File: src/rtl/if_pipe_skid_reg_pkg.sv
// Shared pipeline definitions: the entry-storage state encoding and the default NOP fill.
package if_pipe_skid_reg_pkg;

    // The state value is also the occupancy (0, 1 or 2 held entries).
    typedef logic [1:0] state_t;

    localparam state_t EMPTY = 2'd0;
    localparam state_t ONE   = 2'd1;
    localparam state_t TWO   = 2'd2;

    // The default NOP is all-zero at any instruction width.
    localparam logic NOP_FILL_BIT = 1'b0;

endpackage

File: src/rtl/if_pipe_skid_reg_if.sv
// Valid/ready pipeline link that carries one {PC, instruction} entry per beat.
interface if_pipe_skid_reg_if #(
    parameter int unsigned PC_W    = 32,
    parameter int unsigned INSTR_W = 32
);
    logic               valid;
    logic               ready;
    logic [PC_W-1:0]    pc;
    logic [INSTR_W-1:0] instr;

    modport master (output valid, output pc, output instr, input ready);
    modport slave  (input valid, input pc, input instr, output ready);
endinterface

File: src/rtl/if_pipe_skid_reg_sat_counter.sv
// Saturating up-counter. Reset clears it asynchronously.
// It counts one step on each enabled edge and then holds at all-ones.
module pipe_sat_counter #(
    parameter int unsigned CNT_W = 16
) (
    input  logic             i_clk,
    input  logic             i_rst,
    input  logic             i_en,
    output logic [CNT_W-1:0] o_cnt
);
    logic [CNT_W-1:0] r_cnt;

    // Count enabled edges and stop at the maximum value instead of wrapping.
    always_ff @(posedge i_clk or posedge i_rst) begin
        if (i_rst) begin
            r_cnt <= '0;
        end else if (i_en && (r_cnt != '1)) begin
            r_cnt <= r_cnt + CNT_W'(1);
        end
    end

    assign o_cnt = r_cnt;
endmodule

File: src/rtl/if_pipe_skid_reg.sv
// Pipeline register with a two-entry skid buffer between two stages.
// The upstream ready is registered, so it never sees downstream ready combinationally.
// The block also supports hold, flush squash, NOP on empty and a bubble-cycle statistic.
//
// state | meaning
// EMPTY | nothing held, output shows PC 0 / NOP
// ONE   | main (head) register valid
// TWO   | main and skid registers valid, upstream stalled
module if_pipe_skid_reg
    import if_pipe_skid_reg_pkg::*;
#(
    parameter int unsigned        PC_W      = 32,
    parameter int unsigned        INSTR_W   = 32,
    parameter logic [INSTR_W-1:0] NOP_VALUE = {INSTR_W{NOP_FILL_BIT}},
    parameter int unsigned        CNT_W     = 16
) (
    input  logic                 i_clk,
    input  logic                 i_rst,
    input  logic                 i_flush,
    input  logic                 i_hold,
    if_pipe_skid_reg_if.slave    i_up,
    if_pipe_skid_reg_if.master   o_dn,
    output logic [1:0]           o_occupancy,
    output logic [CNT_W-1:0]     o_bubble_cnt
);
    state_t             r_state;
    state_t             w_next;
    logic               r_in_ready;

    logic [PC_W-1:0]    r_main_pc;
    logic [INSTR_W-1:0] r_main_instr;
    logic [PC_W-1:0]    r_skid_pc;
    logic [INSTR_W-1:0] r_skid_instr;

    logic               w_take;
    logic               w_give;
    logic               w_out_valid;
    logic               w_load_main_in;
    logic               w_load_main_skid;
    logic               w_load_skid_in;

    logic [PC_W-1:0]    w_out_pc;
    logic [INSTR_W-1:0] w_out_instr;
    logic [1:0]         w_occupancy;

    assign w_out_valid = (r_state != EMPTY);
    assign w_take      = i_up.valid & r_in_ready;
    assign w_give      = w_out_valid & o_dn.ready & ~i_hold;

    // Register the state. Ready is computed from the next state, so it is a flop output.
    always_ff @(posedge i_clk or posedge i_rst) begin
        if (i_rst) begin
            r_state    <= EMPTY;
            r_in_ready <= 1'b1;
        end else begin
            r_state    <= w_next;
            r_in_ready <= (w_next != TWO);
        end
    end

    // Compute the next state and the load enables of the entry registers. Flush overrides everything.
    always_comb begin
        w_next           = r_state;
        w_load_main_in   = 1'b0;
        w_load_main_skid = 1'b0;
        w_load_skid_in   = 1'b0;
        if (i_flush) begin
            w_next = EMPTY;
        end else begin
            case (r_state)
                EMPTY: begin
                    if (w_take) begin
                        w_next         = ONE;
                        w_load_main_in = 1'b1;
                    end
                end
                ONE: begin
                    if (w_take && w_give) begin
                        w_load_main_in = 1'b1;
                    end else if (w_take) begin
                        w_next         = TWO;
                        w_load_skid_in = 1'b1;
                    end else if (w_give) begin
                        w_next = EMPTY;
                    end
                end
                TWO: begin
                    if (w_give) begin
                        w_next           = ONE;
                        w_load_main_skid = 1'b1;
                    end
                end
                default: w_next = EMPTY;
            endcase
        end
    end

    // Update the entry register pair. A flush clears both registers to PC 0 / NOP.
    always_ff @(posedge i_clk or posedge i_rst) begin
        if (i_rst) begin
            r_main_pc    <= '0;
            r_main_instr <= NOP_VALUE;
            r_skid_pc    <= '0;
            r_skid_instr <= NOP_VALUE;
        end else if (i_flush) begin
            r_main_pc    <= '0;
            r_main_instr <= NOP_VALUE;
            r_skid_pc    <= '0;
            r_skid_instr <= NOP_VALUE;
        end else begin
            if (w_load_main_in) begin
                r_main_pc    <= i_up.pc;
                r_main_instr <= i_up.instr;
            end else if (w_load_main_skid) begin
                r_main_pc    <= r_skid_pc;
                r_main_instr <= r_skid_instr;
            end
            if (w_load_skid_in) begin
                r_skid_pc    <= i_up.pc;
                r_skid_instr <= i_up.instr;
            end
        end
    end

    // Drive outputs from the head register only. Show PC 0 / NOP when no entry is held.
    // The head keeps stale data after it drains, so the output is masked with valid.
    always_comb begin
        w_occupancy = r_state;
        w_out_pc    = '0;
        w_out_instr = NOP_VALUE;
        if (w_out_valid) begin
            w_out_pc    = r_main_pc;
            w_out_instr = r_main_instr;
        end
    end

    assign i_up.ready  = r_in_ready;
    assign o_dn.valid  = w_out_valid;
    assign o_dn.pc     = w_out_pc;
    assign o_dn.instr  = w_out_instr;
    assign o_occupancy = w_occupancy;

    pipe_sat_counter #(
        .CNT_W (CNT_W)
    ) u_bubble_cnt (
        .i_clk (i_clk),
        .i_rst (i_rst),
        .i_en  (~w_out_valid),
        .o_cnt (o_bubble_cnt)
    );
endmodule

File: src/flat_wrapper.sv
// flat-port wrapper written by rule: the top's interface ports become plain ports
module if_pipe_skid_reg_flat import if_pipe_skid_reg_pkg::*;
#(
    parameter int unsigned        PC_W      = 32,
    parameter int unsigned        INSTR_W   = 32,
    parameter logic [INSTR_W-1:0] NOP_VALUE = {INSTR_W{NOP_FILL_BIT}},
    parameter int unsigned        CNT_W     = 16
)
  (i_clk, i_rst, i_flush, i_hold, o_occupancy, o_bubble_cnt, i_up_valid, i_up_pc, i_up_instr, i_up_ready, o_dn_valid, o_dn_pc, o_dn_instr, o_dn_ready);
  if_pipe_skid_reg_if #(.PC_W(PC_W), .INSTR_W(INSTR_W)) i_up_i ();
  if_pipe_skid_reg_if #(.PC_W(PC_W), .INSTR_W(INSTR_W)) o_dn_i ();
  input  logic i_clk;
  input  logic i_rst;
  input  logic i_flush;
  input  logic i_hold;
  output logic [1:0] o_occupancy;
  output logic [CNT_W-1:0] o_bubble_cnt;
  input wire logic [$bits(i_up_i.valid)-1:0] i_up_valid;
  input wire logic [$bits(i_up_i.pc)-1:0] i_up_pc;
  input wire logic [$bits(i_up_i.instr)-1:0] i_up_instr;
  output wire logic [$bits(i_up_i.ready)-1:0] i_up_ready;
  output wire logic [$bits(o_dn_i.valid)-1:0] o_dn_valid;
  output wire logic [$bits(o_dn_i.pc)-1:0] o_dn_pc;
  output wire logic [$bits(o_dn_i.instr)-1:0] o_dn_instr;
  input wire logic [$bits(o_dn_i.ready)-1:0] o_dn_ready;
  assign i_up_i.valid = i_up_valid;
  assign i_up_i.pc = i_up_pc;
  assign i_up_i.instr = i_up_instr;
  assign i_up_ready = i_up_i.ready;
  assign o_dn_valid = o_dn_i.valid;
  assign o_dn_pc = o_dn_i.pc;
  assign o_dn_instr = o_dn_i.instr;
  assign o_dn_i.ready = o_dn_ready;
  if_pipe_skid_reg #(.PC_W(PC_W), .INSTR_W(INSTR_W), .NOP_VALUE(NOP_VALUE), .CNT_W(CNT_W)) u_core (.i_clk(i_clk), .i_rst(i_rst), .i_flush(i_flush), .i_hold(i_hold), .i_up(i_up_i), .o_dn(o_dn_i), .o_occupancy(o_occupancy), .o_bubble_cnt(o_bubble_cnt));
endmodule
File: config.mk
export PLATFORM = sky130hd
export DESIGN_NAME = if_pipe_skid_reg_flat
export DESIGN_NICKNAME = d
export VERILOG_FILES = /design/src/rtl/if_pipe_skid_reg_pkg.sv /design/src/rtl/if_pipe_skid_reg_if.sv /design/src/rtl/if_pipe_skid_reg_sat_counter.sv /design/src/rtl/if_pipe_skid_reg.sv /design/src/flat_wrapper.sv
export SDC_FILE = /design/constraint.sdc
export NUM_CORES = 1
export LEC_CHECK = 0
export CAP_MARGIN = 20
export CORE_MARGIN = 8
export CORE_UTILIZATION = 46
export DETAILED_ROUTE_END_ITERATION = 12
export PLACE_DENSITY = 0.82
export SYNTH_ARGS = -nofsm -noshare
export SYNTH_HDL_FRONTEND = slang
export SYNTH_SLANG_ARGS = --single-unit
File: constraint.sdc
create_clock -name i_clk -period 6 [get_ports i_clk]
set_input_delay 1.8 -clock i_clk [delete_from_list [all_inputs] [get_ports i_clk]]
set_output_delay 1.8 -clock i_clk [all_outputs]
set_load 0.03 [all_outputs]
# After elaboration in Yosys (flattened, before gate mapping)
# Cells that the tools add are included.
# totals
ram_bits	0
input_bits	70
romBits	0
wordCells	52
latchBits	0
ff_bits	147
mem_count	0
output_inout_bits	84
# classes
add_sub_neg	1
multipliers	0
reduce_logical	6
shift	0
muxes	29
n_div	0
bitwise	5
magnitude_cmp	0
n_eq_ne	4
# op_table
op	n
2-to-1 mux 32 bit	12
adder 16 x 1 -> 16 bit, second input constant	1
inequality test 16 bit, second input constant	1
2-to-1 mux 2 bit	6
2-to-1 mux 1 bit	9
case mux 2 bit (3 select lines)	1
nonzero test 2 bit	2
bitwise AND 1 bit	3
nonzero test 3 bit	1
equality test 2 x 1 -> 1 bit, second input constant	1
equality test 2 bit, second input constant	1
logical AND 1 bit	2
zero test 2 bit	1
inequality test 2 bit, second input constant	1
inverter 1 bit	2
case mux 1 bit (2 select lines)	1

# Logic depth before layout (Yosys ltp)
# depth
ltp_word	9
ltp_mapped	6
mapped_depth_nobuf	5

# Modules after synthesis
# A second synthesis with hierarchy kept.
# hier_totals
hier_cells	739
area_unflattened_um2	7188.1
# modules_own_cells
module	cells_per_inst	area_per_inst_um2	seq_area_each_um2	instances
if_pipe_skid_reg	668	6382.4	3279.4	1
pipe_sat_counter	71	805.8	400.4	1

# Least setup slack after synthesis
# No wires, ideal clock.
# synth_path
path_type	register to output
startpoint	register u_core.r_state[0], in the netlist u_core.o_occupancy[0]
endpoint	output port o_dn_pc[22]
path_slack_ns	2.511
t_arrival_ns	1.689
t_required_ns	4.200
path_buffers	1
stages_incl_launch_ff	5
path_cell_list	dfrtp_1 > nor2_1 > inv_1 > clkbuf_1 > and2_1
# synth_between
elab_chain_cells	2
# synth_rtl
element	line	rtl
start, declared	if_pipe_skid_reg.sv:26	state_t r_state;
start signal, assigned	if_pipe_skid_reg.sv:56	r_state <= w_next;
nonzero test 2 bit	if_pipe_skid_reg.sv:46	assign w_out_valid = (r_state != EMPTY);
net o_dn_valid	flat_wrapper.sv:22	output wire logic [$bits(o_dn_i.valid)-1:0] o_dn_valid;
2-to-1 mux 32 bit	if_pipe_skid_reg.sv:131	if (w_out_valid) begin
end, declared	flat_wrapper.sv:23	output wire logic [$bits(o_dn_i.pc)-1:0] o_dn_pc;
# The timed path passes the listed nets, and every way through them passes these cells.

# Worst setup path in the final report
# layout_path
startpoint	register u_core.r_state[0], in the netlist u_core.o_occupancy[0]
endpoint	output port o_dn_pc[30]
# layout_between
elab_chain_cells	2
# layout_rtl
element	line
nonzero test 2 bit	if_pipe_skid_reg.sv:46
2-to-1 mux 32 bit	if_pipe_skid_reg.sv:131
# No other way between the ends.

==> impl_results.md <==
- CTS Sinks: approximately 150
- Top cell type's share of synthesized area: a little over half
- Status: finished clean
- Worst-case reg-to-reg path depth: 6
- Layout cells sized above 1: 8.67%
- Data required time of the worst path: roughly 4.2 ns
- Number of core rows: 45
- Skew-Pair Late Insertion Delay: 0.42 ns
- Clk slew on worst S/H paths: around 0.06 ns
- Drt first-iter violations: ~350
- Number of buffers created by CTS: 17
- Die Y: approximately 140 microns
- Post-synth cell types: 46
- Top sig layer: met5
- Hold buffer count at CTS: 0
- Syn Area/Cell: between 10 and 15 sq um
- Worst slew pin tran: slightly above 0.8 ns
- Seq/Total Area, Yosys: between 50% and 60%
- Ports: about 150
- Antenna-violating nets left: 0
- CP peak stage delay: around 0.66 ns
- Worst Setup SP: u_core.o_occupancy[0]
- Max_slew headroom: ~44%
- Wirelength, routed: 17.8 mm
- Crit-path max FO: 36
- Final net count: approximately 870
- Die width: 140 microns
- Routability congestion estimate: just over 0.8
- Vias/cell: 5.46
- Initial Utilization: between 40% and 50%
- # H-tree levels: 4
- PD cells: around 300 nW/um^2
- Cells after synthesis: 660
- Post-synth ARST share: 100%
- Synth top cells by count: 146 x dfrtp_1, 135 x nand2_1, 68 x a21oi_1, 65 x and2_1, 64 x mux2i_1
- RSZ-0062 raised after global routing: no
- Critical path capture point type: output pin
- Setup TNS: 0 ns
- Reg2reg start: u_core.o_occupancy[0]
- Initial antenna violation count: 1
- Metal3 WL: between 1 and 1.5 mm
- Global-route wire length before repair: approximately 30 mm
- Die area: between 15000 and 20000 sq um
- Overall Power: ~2.7 mW
- Syn. warnings: 0
- Core area: 15000 sq um
- Synth area leader: dfrtp_1
- Crit path max-delay family: buffers and inverters
- Hold EP: u_core.r_main_instr[6]
- Met1 WL: ~8.2 mm
- FMAX: about 200 MHz
- Synth Cell Area: 7020 sq um
- Slew Viols, Final: 0
- Crit-path cells: nor2_1, clkinv_1, buf_4, and2_1, clkdlybuf4s50_1
- Peak VDD IR: between 0.00015 and 0.0002 V
- Critical path launch point type: flop
- Critical path class: flop to output pin
- DRT Pass-1 Iters: 4
- Worst reg-to-reg setup slack: 3.17 ns
- Max Root-Sink Buffers: 2
- Most frequent cell after synthesis: dfrtp_1
- Layout fillers: about 1200
- Flops & latches, synth: 147
- Remaining Overflow, GRT: 0
- Min cycle time layout: ~5 ns
- PortBufs: ~150
- Antenna cells: 0
- Vias: between 5000 and 6000
- Avg WL per Cell: 17.9 microns
- Routed met2 length: 8.26 mm
- Worst r2r dst: u_core.u_bubble_cnt.o_cnt[9]
- Max-Cap Viols: 0
- Final setup viols: 0
- CTS resizes: 0
- Fin Clk Skew: a little over 0.006 ns
- Period utilization: around 82%
- P&R area growth vs syn: 31.0%
- Vias in the first global route: about 5500
- Top post-synthesis cells by area: dfrtp_1 52%, mux2i_1 9.1%, nand2_1 7.2%
- Post-CTS setup buffer count: 0
- Global-route usage over all layers: 18.5%
- Type of the worst min-delay path: flop to flop
- Clk root buf: clkbuf_16
- Critical hold path startpoint: u_core.r_main_instr[6]
- Most common flop cell mapped by yosys: dfrtp_1
- CP Data Arrival Time: approximately 3.1 ns
- Largest net degree at the start of global routing: about 70
- Worst hold path depth: 1
- DRC viols: 0
- EDFF count, synth: 0
- CP bufs+invs: 3
- Slowest-stage cell, CP: clkinv_1
- CTS tree: yes
- Net Count, Synth: 731
- HPWL after DPL: approximately 11 mm
- Leak pwr: about 3.8 nW
- Hold Fails Final Rpt: 0
-- state kept, by name, indices dropped and copies added, names as in the netlist --
signal	count
u_core.r_main_pc	32
u_core.r_main_instr	32
u_core.r_skid_pc	32
u_core.r_skid_instr	32
u_core.o_occupancy	2
u_core.i_up.ready	1
u_core.u_bubble_cnt.o_cnt	16
-- cells by family after synthesis --
kind of cell             synth area share [%]
AND/OR/NAND/NOR                          17.5
flip-flops                               52.4
AO/OA/AOI/OAI                            15.0
multiplexers                             9.45
buffers and inverters                    4.30
XOR/XNOR                                 1.25
adder cells (fa/ha/maj)                 0.178
-- report_power, final --
group	switching, mW	internal (mW)	leakage (nW)
logic	0.290	0.208	1.53
clock network	0.401	0.669	0.291
registers	0.0635	1.06	2.01
-- metrics by stage --
| stage | instance area (sq um) | setup slack [ns] | hold WS (ns) | utilization (%) | std cells |
|---|---|---|---|---|---|
| after floorplan | 7020 | 0.250 | 0.448 | - | 660 |
| after global placement | 8600 | 1.58 | 0.463 | 57.2 | 964 |
| after detailed placement | 8600 | 1.40 | 0.467 | 57.2 | 964 |
| after CTS | 9190 | 0.954 | 0.484 | 61.2 | 995 |
| after global routing | 9190 | 0.696 | 0.506 | 61.2 | 995 |
| final | 9190 | 1.07 | 0.479 | 61.2 | 995 |
-- how the worst max path moves through the flow --
stage	endpoint	slack (ns)	depth (start not counted)
5_1_grt	o_dn_instr[12]	0.70	5
3_5_place_dp	o_dn_pc[30]	1.40	5
3_3_place_gp	o_dn_instr[31]	1.58	5
6_report	o_dn_pc[30]	1.07	5
4_1_cts	o_dn_pc[30]	0.95	5
2_1_floorplan	u_core.o_occupancy[0]	0.25	1
-- cell type report --
| type | count | area, sq um | share of cell area (%) |
|---|---|---|---|
| sequential | 147 | 3680 | 40.0 |
| multi-input combinational | 460 | 3050 | 33.2 |
| timing repair buffer | 165 | 1620 | 17.6 |
| clock buffer | 20 | 457 | 4.97 |
| tap | 188 | 235 | 2.56 |
| clock inverter | 11 | 135 | 1.47 |
| inverter | 4 | 20.0 | 0.218 |
-- layout by cell type (no fill, tap or decap), drive strengths merged, types with 5 or more instances in the layout --
master	synthesis	routed
dfrtp	146	146
nand2	135	135
mux2i	64	64
nand3	7	7
clkdlybuf4s50	0	152
buf	34	13
a21oi	69	69
nor2	5	5
o2bb2ai	64	64
clkbuf	15	20
and2	66	66
xnor2	8	8
nor3	5	5
clkinv	0	7
nand4	6	6
-- layer usage --
metal	vias up	track usage, %
met2	157	29.0
met1	2699	23.6
met3	15	6.81
li1	2561	-
met5	-	0
met4	2	5.20
No activity file was read; power rests on OpenSTA's default activity.
